===== src/rtl/uart_status_reporter_if.sv =====
// Byte-level handshake between the status reporter and uart_tx.
// master drives o_tx_start/o_tx_data; slave returns i_tx_busy/i_tx_done.
interface uart_status_reporter_if;
  logic       o_tx_start;
  logic [7:0] o_tx_data;
  logic       i_tx_busy;
  logic       i_tx_done;

  modport master (
    output o_tx_start,
    output o_tx_data,
    input  i_tx_busy,
    input  i_tx_done
  );

  modport slave (
    input  o_tx_start,
    input  o_tx_data,
    output i_tx_busy,
    output i_tx_done
  );
endinterface


===== src/rtl/uart_status_reporter.sv =====
// Sends "<mode><4 digits>\r\n" status frames to uart_tx on mode edges/requests/period.
// Ports: clk, reset (async high), i_count, i_run_on, i_clr_on, i_report, tx (master), o_busy.
module uart_status_reporter #(
  parameter int COUNT_W       = 14,
  parameter int REPORT_PERIOD = 100_000_000
) (
  input  logic                   clk,
  input  logic                   reset,
  input  logic [COUNT_W-1:0]     i_count,
  input  logic                   i_run_on,
  input  logic                   i_clr_on,
  input  logic                   i_report,
  uart_status_reporter_if.master tx,
  output logic                   o_busy
);

  typedef enum logic [1:0] {IDLE, CONV, SEND, WAIT} state_t;

  localparam int                 CW     = $clog2(COUNT_W + 1);
  localparam logic [COUNT_W-1:0] SAT    = COUNT_W'(9999);
  localparam bit                 PER_EN = (REPORT_PERIOD > 0);
  localparam logic [31:0]        PLAST  = 32'(REPORT_PERIOD - 1);

  state_t             state, state_n;
  logic               pending, pending_n;
  logic [31:0]        per_cnt, per_cnt_n;
  logic               prev_run, prev_clr;
  logic [7:0]         mode, mode_n;
  logic [COUNT_W-1:0] bin, bin_n;
  logic [15:0]        bcd, bcd_n, adj;
  logic [CW-1:0]      step, step_n;
  logic [2:0]         idx, idx_n;
  logic               tx_start, tx_start_n;
  logic [7:0]         tx_data, tx_data_n;
  logic [7:0]         byte_sel;
  logic               per_hit, trig;

  function automatic logic [15:0] add3(input logic [15:0] b);
    logic [15:0] r;
    r = b;
    for (int i = 0; i < 4; i++)
      if (r[4*i +: 4] >= 4'd5) r[4*i +: 4] = r[4*i +: 4] + 4'd3;
    return r;
  endfunction

  assign per_hit = PER_EN && i_run_on && (per_cnt == PLAST);
  assign trig    = (i_run_on ^ prev_run) | (i_clr_on & ~prev_clr)
                 | i_report | per_hit;

  always_comb begin
    byte_sel = 8'h0A;
    unique case (idx)
      3'd0:    byte_sel = mode;
      3'd1:    byte_sel = {4'h3, bcd[15:12]};
      3'd2:    byte_sel = {4'h3, bcd[11:8]};
      3'd3:    byte_sel = {4'h3, bcd[7:4]};
      3'd4:    byte_sel = {4'h3, bcd[3:0]};
      3'd5:    byte_sel = 8'h0D;
      default: byte_sel = 8'h0A;
    endcase
  end

  always_comb begin
    state_n    = state;
    pending_n  = pending | trig;
    per_cnt_n  = per_cnt + 32'd1;
    mode_n     = mode;
    bin_n      = bin;
    bcd_n      = bcd;
    step_n     = step;
    idx_n      = idx;
    tx_start_n = 1'b0;
    tx_data_n  = tx_data;
    adj        = add3(bcd);

    if (!PER_EN || !i_run_on || per_hit) per_cnt_n = '0;

    unique case (state)
      IDLE: begin
        if (pending) begin
          // A trigger in this same cycle re-arms for a follow-up frame
          pending_n = trig;
          if (i_clr_on)      mode_n = "C";
          else if (i_run_on) mode_n = "R";
          else               mode_n = "S";
          bin_n   = (32'(i_count) > 32'd9999) ? SAT : i_count;
          bcd_n   = '0;
          step_n  = '0;
          state_n = CONV;
        end
      end
      CONV: begin
        bcd_n  = {adj[14:0], bin[COUNT_W-1]};
        bin_n  = bin << 1;
        step_n = step + CW'(1);
        if (step == CW'(COUNT_W - 1)) begin
          idx_n   = '0;
          state_n = SEND;
        end
      end
      SEND: begin
        if (!tx.i_tx_busy) begin
          tx_start_n = 1'b1;
          tx_data_n  = byte_sel;
          state_n    = WAIT;
        end
      end
      WAIT: begin
        if (tx.i_tx_done) begin
          if (idx == 3'd6) state_n = IDLE;
          else begin
            idx_n   = idx + 3'd1;
            state_n = SEND;
          end
        end
      end
      default: state_n = IDLE;
    endcase
  end

  always_ff @(posedge clk or posedge reset) begin
    if (reset) begin
      state    <= IDLE;
      pending  <= 1'b0;
      per_cnt  <= '0;
      prev_run <= 1'b0;
      prev_clr <= 1'b0;
      mode     <= 8'h00;
      bin      <= '0;
      bcd      <= '0;
      step     <= '0;
      idx      <= '0;
      tx_start <= 1'b0;
      tx_data  <= 8'h00;
    end else begin
      state    <= state_n;
      pending  <= pending_n;
      per_cnt  <= per_cnt_n;
      prev_run <= i_run_on;
      prev_clr <= i_clr_on;
      mode     <= mode_n;
      bin      <= bin_n;
      bcd      <= bcd_n;
      step     <= step_n;
      idx      <= idx_n;
      tx_start <= tx_start_n;
      tx_data  <= tx_data_n;
    end
  end

  assign tx.o_tx_start = tx_start;
  assign tx.o_tx_data  = tx_data;
  assign o_busy        = (state != IDLE);

endmodule


===== src/flat_wrapper.sv =====
// flat-port wrapper written by rule: the top's interface ports become plain ports
module uart_status_reporter_flat 
#(
  parameter int COUNT_W       = 14,
  parameter int REPORT_PERIOD = 100_000_000
)
  (clk, reset, i_count, i_run_on, i_clr_on, i_report, o_busy, tx_o_tx_start, tx_o_tx_data, tx_i_tx_busy, tx_i_tx_done);
  uart_status_reporter_if tx_i ();
  input  logic clk;
  input  logic reset;
  input  logic [COUNT_W-1:0] i_count;
  input  logic i_run_on;
  input  logic i_clr_on;
  input  logic i_report;
  output logic o_busy;
  output wire logic [$bits(tx_i.o_tx_start)-1:0] tx_o_tx_start;
  output wire logic [$bits(tx_i.o_tx_data)-1:0] tx_o_tx_data;
  input wire logic [$bits(tx_i.i_tx_busy)-1:0] tx_i_tx_busy;
  input wire logic [$bits(tx_i.i_tx_done)-1:0] tx_i_tx_done;
  assign tx_o_tx_start = tx_i.o_tx_start;
  assign tx_o_tx_data = tx_i.o_tx_data;
  assign tx_i.i_tx_busy = tx_i_tx_busy;
  assign tx_i.i_tx_done = tx_i_tx_done;
  uart_status_reporter #(.COUNT_W(COUNT_W), .REPORT_PERIOD(REPORT_PERIOD)) u_core (.clk(clk), .reset(reset), .i_count(i_count), .i_run_on(i_run_on), .i_clr_on(i_clr_on), .i_report(i_report), .tx(tx_i), .o_busy(o_busy));
endmodule

===== config.mk =====
export PLATFORM = sky130hd
export DESIGN_NAME = uart_status_reporter_flat
export DESIGN_NICKNAME = d
export VERILOG_FILES = /design/src/rtl/uart_status_reporter_if.sv /design/src/rtl/uart_status_reporter.sv /design/src/flat_wrapper.sv
export SDC_FILE = /design/constraint.sdc
export NUM_CORES = 1
export LEC_CHECK = 0
export CAP_MARGIN = 40
export CELL_PAD_IN_SITES_DETAIL_PLACEMENT = 1
export CELL_PAD_IN_SITES_GLOBAL_PLACEMENT = 1
export CORE_MARGIN = 3
export CORE_UTILIZATION = 40
export CTS_BUF_LIST = sky130_fd_sc_hd__clkbuf_16
export CTS_CLUSTER_SIZE = 12
export DETAILED_ROUTE_END_ITERATION = 16
export PLACE_DENSITY = 0.8
export SYNTH_ARGS = -nofsm -noshare
export SYNTH_HDL_FRONTEND = slang
export SYNTH_SLANG_ARGS = --single-unit
export TNS_END_PERCENT = 10

===== constraint.sdc =====
create_clock -name clk -period 2.87 [get_ports clk]
set_input_delay 0.287 -clock clk [delete_from_list [all_inputs] [get_ports clk]]
set_output_delay 0.287 -clock clk [all_outputs]
set_load 0.005 [all_outputs]

## Yosys cells after proc, flatten, opt, wreduce, memory -nomap -nowiden

Cells that the tools add are included.

| cells by class | value |
|---|---|
| bitwise gates (word level) | 8 |
| muxes and demuxes | 29 |
| add/sub/neg operators | 7 |
| $lt $le $gt $ge | 5 |
| equality and inequality tests | 16 |
| reduce and logical (&&, ||, !) cells | 13 |

Operators with widths:

| operator | count |
|---|---|
| one-hot mux 8 bit (6 select lines) | 1 |
| adder 32 x 1 -> 32 bit (second input constant) | 1 |
| equality test 32 x 27 -> 1 bit (second input constant) | 1 |
| two-way mux 32 bit | 1 |
| one-hot mux 16 bit (2 select lines) | 1 |
| two-way mux 14 bit | 2 |
| one-hot mux 14 bit (2 select lines) | 1 |
| >= comparator 4 x 3 -> 1 bit (second input constant) | 4 |
| two-way mux 16 bit | 1 |
| two-way mux 4 bit | 4 |
| > comparator 14 bit (second input constant) | 1 |
| adder 4 x 2 -> 4 bit (second input constant) | 3 |
| two-way mux 3 bit | 4 |
| two-way mux 2 bit | 5 |
| equality test 3 bit (second input constant) | 3 |
| two-way mux 8 bit | 1 |
| one-hot mux 2 bit (4 select lines) | 1 |
| one-hot mux 4 bit (2 select lines) | 1 |
| AND reduction 4 bit | 2 |
| equality test 3 x 2 -> 1 bit (second input constant) | 2 |
| inequality test 2 bit (second input constant) | 3 |
| one-hot mux 3 bit (2 select lines) | 1 |
| AND reduction 2 bit | 3 |
| nonzero test 2 bit | 3 |
| other kinds (18) | 28 |

| word-level totals | value |
|---|---|
| logic and storage cells | 90 |
| bits in registers | 91 |
| output and inout bits | 10 |
| input port bits | 21 |

## Depth between registers and ports, before layout

Gate-level depths: netlist of the first run.

| logic depth | value |
|---|---|
| depth after elaboration | 8 |
| gate-level depth with buffers | 8 |

## Worst setup path after synthesis of the first run

Ideal clock, no wire load.

| timing path | value |
|---|---|
| path type | register to register |
| start point | register u_core.idx[2] |
| end point | register u_core.tx_data[1], in the netlist u_core.tx.o_tx_data[1] |
| data arrival time | 1.622 ns |
| setup time | 0.077 ns |
| stages on the path, launching flop included | 8 |
| setup slack | 1.171 ns |
| required time | 2.793 ns |
| cell sequence | dfrtp_1 clkbuf_1 clkbuf_1 inv_1 ha_1 nor4_1 nor3_1 a21oi_1 |

| between the ends | value |
|---|---|
| word-level cells in the longest chain between the ends | 2 |
| elaborated cells between the ends (all ways) | 7 |

RTL lines:

| what | line | RTL |
|---|---|---|
| from (decl) | uart_status_reporter.sv:32 | `logic [2:0] idx, idx_n;` |
| from (signal assigned) | uart_status_reporter.sv:145 | `idx <= idx_n;` |
| equality test 3 bit, or another cell as far along | uart_status_reporter.sv:52 | `unique case (idx)` |
| one-hot mux 8 bit (6 select lines) * | uart_status_reporter.sv:52 |  |
| to (signal assigned) | uart_status_reporter.sv:147 | `tx_data <= tx_data_n;` |
| to (decl) | uart_status_reporter.sv:34 | `logic [7:0] tx_data, tx_data_n;` |

Every way passes the cells marked *; elsewhere a longest branch is shown, timed or not.
A chain may end at the register's enable or synchronous reset.

## Worst setup path after layout of the first run

| timing path | value |
|---|---|
| start point | register u_core.state[1] |
| end point | register u_core.step[3] |

| between the ends | value |
|---|---|
| word-level cells in the longest chain between the ends | 3 |
| elaborated cells between the ends (all ways) | 6 |

RTL lines:

| what | line | RTL |
|---|---|---|
| from (decl) | uart_status_reporter.sv:24 | `state_t state, state_n;` |
| from (signal assigned) | uart_status_reporter.sv:136 | `state <= state_n;` |
| equality test 2 x 1 -> 1 bit / logical NOT 2 bit (equally long branches) | uart_status_reporter.sv:78 | `unique case (state)` |
| nonzero test 2 bit (no line) / inequality test 2 x 1 -> 1 bit (equally long branches) | n/a |  |
| AND reduction 2 bit (no line) | n/a |  |
| to (signal assigned) | uart_status_reporter.sv:144 | `step <= step_n;` |
| to (decl) | uart_status_reporter.sv:31 | `logic [CW-1:0] step, step_n;` |

Several ways; a longest one is shown, not always the timed one.

==> impl_metrics.csv, run 1 <==
group,metric,value,unit
clock_network,cts_resized,0,
place,place_congestion,0.806,
cells_and_area,stdcell_count,632,
cells_and_area,antennaDiodeCount,0,
grt,grt_antenna_before_repair,0,
clock_network,cts_tree,"done",
logic_synthesis,synth-seq-cells,85,
cells_and_area,finalInstanceArea,5140,µm²
grt,use_met2,0.283,
cells_and_area,final_cell_mix,"85 x dfrtp_1, 53 x nor2_1, 37 x nand2_1",
logic_synthesis,synth.top_cell.area_share,0.476,
place,dp.cells,616,
logic_synthesis,synthCells,465,
place,placed_cell_area,4890,µm²
logic_synthesis,ys_warn_count,0,
logic_synthesis,synth_top_area_cell,"dfrtp_1",
floorplanning,die_h,112,µm
detailed_routing,drc,0,
floorplanning,initial_utilization,0.421,
flow_run,maxCapViolCount,0,
timing,drv_slew,0,
setup_path,arrival,2350,ps
grt,met1_usage,0.258,
logic_synthesis,ys_types,51,
timing,worst_pin_slew,737,ps
place,post-dp-hpwl,7.54,mm
floorplanning,ioPinCount,31,
clock_network,hold_buffers,0,
cells_and_area,nets,528,
detailed_routing,vias,3508,
timing,period_needed,2100,ps
cells_and_area,utilization,0.485,
grt,grt_max_degree,60,
logic_synthesis,synth_edf_count,0,
clock_network,cts_sinks,85,
setup_path,cp_max_fo,17,
timing,setup-tns-final,0,ps
detailed_routing,wl_per_cell,17.1,µm
detailed_routing,dr.first_iter.drc_count,157,
timing,maxSlewHeadroom,0.507,
timing,hold_viol,0,
clock_network,cts_setup_buffers,0,
floorplanning,rows,37,
setup_path,crit_type,"flop to flop",
clock_network,clkTransAtPathRegs,60,ps
floorplanning,dieArea,12500,µm²
cells_and_area,syn_to_final_growth,15.1,%
detailed_routing,firstDrtPassIters,4,
power,cellLeakagePower,2.26,nW
cells_and_area,final_common_cell,"dfrtp_1",
logic_synthesis,ys_seq_area_frac,0.476,
clock_network,cts_buffers,9,
logic_synthesis,synth_nets,502,
logic_synthesis,netlist_top_cells_area,"dfrtp_1 48%, ha_1 4.5%, nor2_1 4.5%",
detailed_routing,ant_nets,0,
timing,rsz0062_at_grt,"no",
timing,fin_crit_sh,0.731,
grt,grt_usage,0.182,
timing,final-setup-viol-count,0,
detailed_routing,vias_per_cell,5.55,
clock_network,htreeDepth,3,
timing,fmax,476,MHz
clock_network,cts_root_buf,"clkbuf_16",
grt,grt.busiest_layer,"met2",
power,ir_drop,337,µV
place,io_buffers,29,
setup_path,endpoint_kind,"flop",
clock_network,clockBufferDepth,2,
grt,grt_use_met3,0.0261,
clock_network,clock_latency,340,ps
logic_synthesis,syn_avg_cell_area,9.61,µm²
timing,fin_worst_skew,4.16,ps
logic_synthesis,async_flop_share,1.00,
logic_synthesis,ys.flop_type,"dfrtp_1",
logic_synthesis,syn_area,4470,µm²
floorplanning,core,10600,µm²
cells_and_area,drive_gt1_frac,0.0665,
floorplanning,fp.dieW,112,µm
detailed_routing,postRouteWirelength,10.8,mm
power,power_density,740,nW/µm²
setup_path,crit_required,3120,ps
grt,grt_pass1_wl,18.5,mm
status,status,"completed",
setup_path,start_kind,"flop",
grt,grt_overflow,0,
hold_path,hp-class,"input pin to async pin",
grt,grt_pass1_vias,3620,
## cell families (layout without fill, tap and decap cells)
| family | Yosys count | in the layout | share of synthesized area |
|---|---|---|---|
| other | 1 | 1 | 0.000839 |
| XOR/XNOR | 35 | 35 | 0.0686 |
| AND/OR/NAND/NOR | 188 | 188 | 0.222 |
| multiplexers | 2 | 2 | 0.00448 |
| AO/OA/AOI/OAI | 95 | 95 | 0.141 |
| buffers and inverters | 43 | 74 | 0.0428 |
| flip-flops | 85 | 85 | 0.476 |
| adder cells (fa/ha/maj) | 16 | 16 | 0.0448 |
## final timing paths
path,start,end,slack [ps],cells after the start
worst max-delay path,u_core.state[1],u_core.step[3],770,6
worst min-delay path,reset,u_core.tx.o_tx_start,290,2
worst max register to register,u_core.state[1],u_core.step[3],770,6
worst min register to register,u_core.per_cnt[0],u_core.per_cnt[0],480,1
max in group asynchronous,reset,u_core.bin[10],1890,3
min in group clk,u_core.per_cnt[0],u_core.per_cnt[0],480,1
## per-layer routing
layer | vias up | share of wire
met2 | 56 | 0.46
met4 | 0 | 0.016
met5 | - | 0
met3 | 11 | 0.030
li1 | 1691 | -
met1 | 1750 | 0.49
## Yosys cell counts (all sizes together) (7+ instances only)
| cell type | instances |
|---|---|
| dfrtp | 85 |
| nor2 | 53 |
| nand2 | 37 |
| o21ai | 35 |
| nand3 | 33 |
| inv | 22 |
| xor2 | 21 |
| a21oi | 16 |
| ha | 16 |
| nand4 | 15 |
| xnor2 | 14 |
| buf | 13 |
| nor4 | 9 |
| and3 | 8 |
| clkbuf | 8 |
| a22oi | 7 |
| and2 | 7 |
| nand2b | 7 |
## report_power, final
group / internal, mW / switching, mW
registers: 1.44 / 0.222
logic: 0.497 / 0.611
clock network: 0.572 / 0.467
total: 2.51 / 1.30
## state kept, by name, summed over array words and instances, names as in the netlist
signal	flops
u_core.bin	14
u_core.mode	3
u_core.per_cnt	32
u_core.tx.o_tx_start	1
u_core.pending	1
u_core.idx	3
u_core.step	4
u_core.prev_clr	1
u_core.prev_run	1
u_core.tx.o_tx_data	7
u_core.state	2
u_core.bcd	16
## critical path: stages, from the launching register on
cell and delay, ps:
dfrtp_1 570, nor2_1 140, and2_1 180, buf_4 190, nor2_1 590, o21ai_0 190
o21ai_0 130
## final cells by class
cell class,instances,area (µm²)
Clock buffer,9,225
Fill cell,1231,5460
Inverter,22,83.8
Tap cell,136,170
Sequential cell,85,2130
Timing Repair Buffer,36,355
Clock inverter,7,33.8
Multi-Input combinational cell,337,2150
## through the flow
stage	setup WS, ps	power [mW]	hold WS, ps
global route	591	4.08	341
floorplan	390	2.38	318
detailed placement	761	2.78	458
CTS	749	3.85	302
global placement	765	2.71	436
finish	771	3.81	290
(Power assumes the default switching activity.)
==> run 2: changes to the inputs <==
Settings changed: PLACE_DENSITY 0.8 to 0.82.
Clock period 2.87 ns to 1.8 ns, I/O delays scaled along.
==> run 2 against run 1 <==
Compared with the run above: cell count increased by 2.2%; register-to-register slack worse by 770 ps; critical path type unchanged; cell area is 5.8% higher; global-route usage rose by 1.9 points; highest routed layer unchanged; first-iteration DRC count increased by 16%; worst setup slack got worse by 770 ps; hold slack gained 17 ps.
==> impl_metrics.csv, run 2 (same netlist as run 1, synthesis figures left out) <==
group,metric,value,unit
status,status,"completed",
place,post-dp-hpwl,7.73,mm
cells_and_area,drive_gt1_frac,0.108,
grt,grt_pass1_vias,3977,
timing,finalWorstSetupSlack,3.67,ps
cells_and_area,antennaDiodeCount,0,
detailed_routing,vias_per_cell,5.65,
power,cellLeakagePower,2.40,nW
clock_network,clock_latency,350,ps
detailed_routing,ant_nets,0,
flow_run,maxCapViolCount,0,
timing,maxSlewHeadroom,0.641,
setup_path,worst_r2r_path_depth,5,
power,ir_drop,511,µV
place,io_buffers,29,
grt,grt_usage,0.201,
cells_and_area,largest_registers,"u_core.per_cnt (32), u_core.bcd (16), u_core.bin (14)",
power,p_clk_frac,0.346,
timing,fin_crit_sh,0.998,
timing,period_needed,1800,ps
place,placed_cell_area,5010,µm²
power,seq_power_share,0.374,
grt,grt_antenna_before_repair,0,
timing,fin_worst_skew,6.93,ps
timing,fmax,557,MHz
clock_network,clockBufferDepth,2,
setup_path,crit_type,"flop to flop",
setup_path,cp_max_fo,8,
cells_and_area,syn_to_final_growth,21.8,%
cells_and_area,stdcell_count,646,
cells_and_area,final_common_cell,"dfrtp_1",
detailed_routing,postRouteWirelength,11.7,mm
timing,setup-tns-final,0,ps
floorplanning,rows,37,
timing,hold_viol,0,
timing,drv_slew,0,
setup_path,arrival,2020,ps
setup_path,start_kind,"flop",
power,p_comb_frac,0.280,
floorplanning,die_h,112,µm
clock_network,htreeDepth,3,
setup_path,r2r-start,"u_core.per_cnt[12]",
detailed_routing,firstDrtPassIters,4,
grt,grt_max_degree,86,
cells_and_area,largest_reg_flops,32,
floorplanning,initial_utilization,0.421,
place,dp.cells,629,
power,internal_power,4.80,mW
detailed_routing,vias,3648,
cells_and_area,finalInstanceArea,5440,µm²
setup_path,crit_required,2020,ps
floorplanning,ioPinCount,31,
place,place_congestion,0.876,
power,power,6.92,mW
setup_path,endpoint_kind,"flop",
timing,holdWs,307,ps
hold_path,hp-class,"input pin to async pin",
clock_network,clkTransAtPathRegs,60,ps
cells_and_area,nets,542,
timing,worst_pin_slew,536,ps
setup_path,timing.rr.end,"u_core.per_cnt[18]",
clock_network,cts_buffers,9,
clock_network,cts_sinks,85,
setup_path,reg2reg_slack,4,ps
cells_and_area,final_cell_mix,"84 x dfrtp_1, 53 x nor2_1, 37 x nand2_1",
floorplanning,dieArea,12500,µm²
clock_network,cts_root_buf,"clkbuf_16",
power,power_density,1270,nW/µm²
cells_and_area,largest-register,"u_core.per_cnt",
grt,grt_pass1_wl,20.2,mm
clock_network,cts_tree,"done",
floorplanning,core,10600,µm²
floorplanning,fp.dieW,112,µm
detailed_routing,wl_per_cell,18.2,µm
power,sw_frac_of_total,0.305,
grt,grt_overflow,0,
detailed_routing,dr.first_iter.drc_count,182,
detailed_routing,drc,0,
place,place_ws,-15.7,ps
timing,final-setup-viol-count,0,
cells_and_area,utilization,0.513,
power,power_switching,2.11,mW
## run 2: critical path: stages, from the launching register on
cell,delay [ps]
dfrtp_1,430
nor4_1,330
nand4_1,240
o31ai_4,370
buf_4,220
nor2_1,80
## run 2: cell type report
| type | instances | area [µm²] |
|---|---|---|
| Sequential cell | 85 | 2130 |
| Clock buffer | 9 | 225 |
| Fill cell | 1176 | 5160 |
| Tap cell | 136 | 170 |
| Clock inverter | 7 | 161 |
| Inverter | 22 | 86.3 |
| Multi-Input combinational cell | 337 | 2180 |
| Timing Repair Buffer | 50 | 489 |
## run 2: worst max path at each step
stage | from | endpoint | slack [ps]
6_report | u_core.per_cnt[12] | u_core.per_cnt[18] | 4
5_1_grt | u_core.per_cnt[25] | u_core.per_cnt[18] | -110
4_1_cts | u_core.per_cnt[0] | u_core.per_cnt[26] | 70
3_5_place_dp | i_count[6] | u_core.bin[4] | -20
3_3_place_gp | i_count[6] | u_core.bin[5] | 60
2_1_floorplan | u_core.idx[2] | u_core.tx.o_tx_data[1] | 100
## run 2: power by group through the flow
stage / Clock, mW / Combinational [mW] / Sequential (mW)
6_report: 2.39 / 1.94 / 2.59
4_1_cts: 2.43 / 1.96 / 2.59
3_3_place_gp: 0 / 1.82 / 2.59
2_1_floorplan: 0 / 1.26 / 2.53
5_1_grt: 2.53 / 2.20 / 2.65
3_5_place_dp: 0 / 1.92 / 2.62
## run 2: layer usage
metal,up-vias,track usage,part of all wire
li1,1719,-,-
met1,1834,0.267,0.46
met4,0,0.0860,0.019
met5,-,0,0
met2,79,0.329,0.49
met3,16,0.0293,0.033
## run 2: repair_timing
item | 4_1_cts | 5_1_grt
endpoints found under the setup margin | 1 | 31
setup buffers | 0 | 1
pin swaps | 0 | 5
resized for setup | 1 | 8
hold buffers | 0 | 0
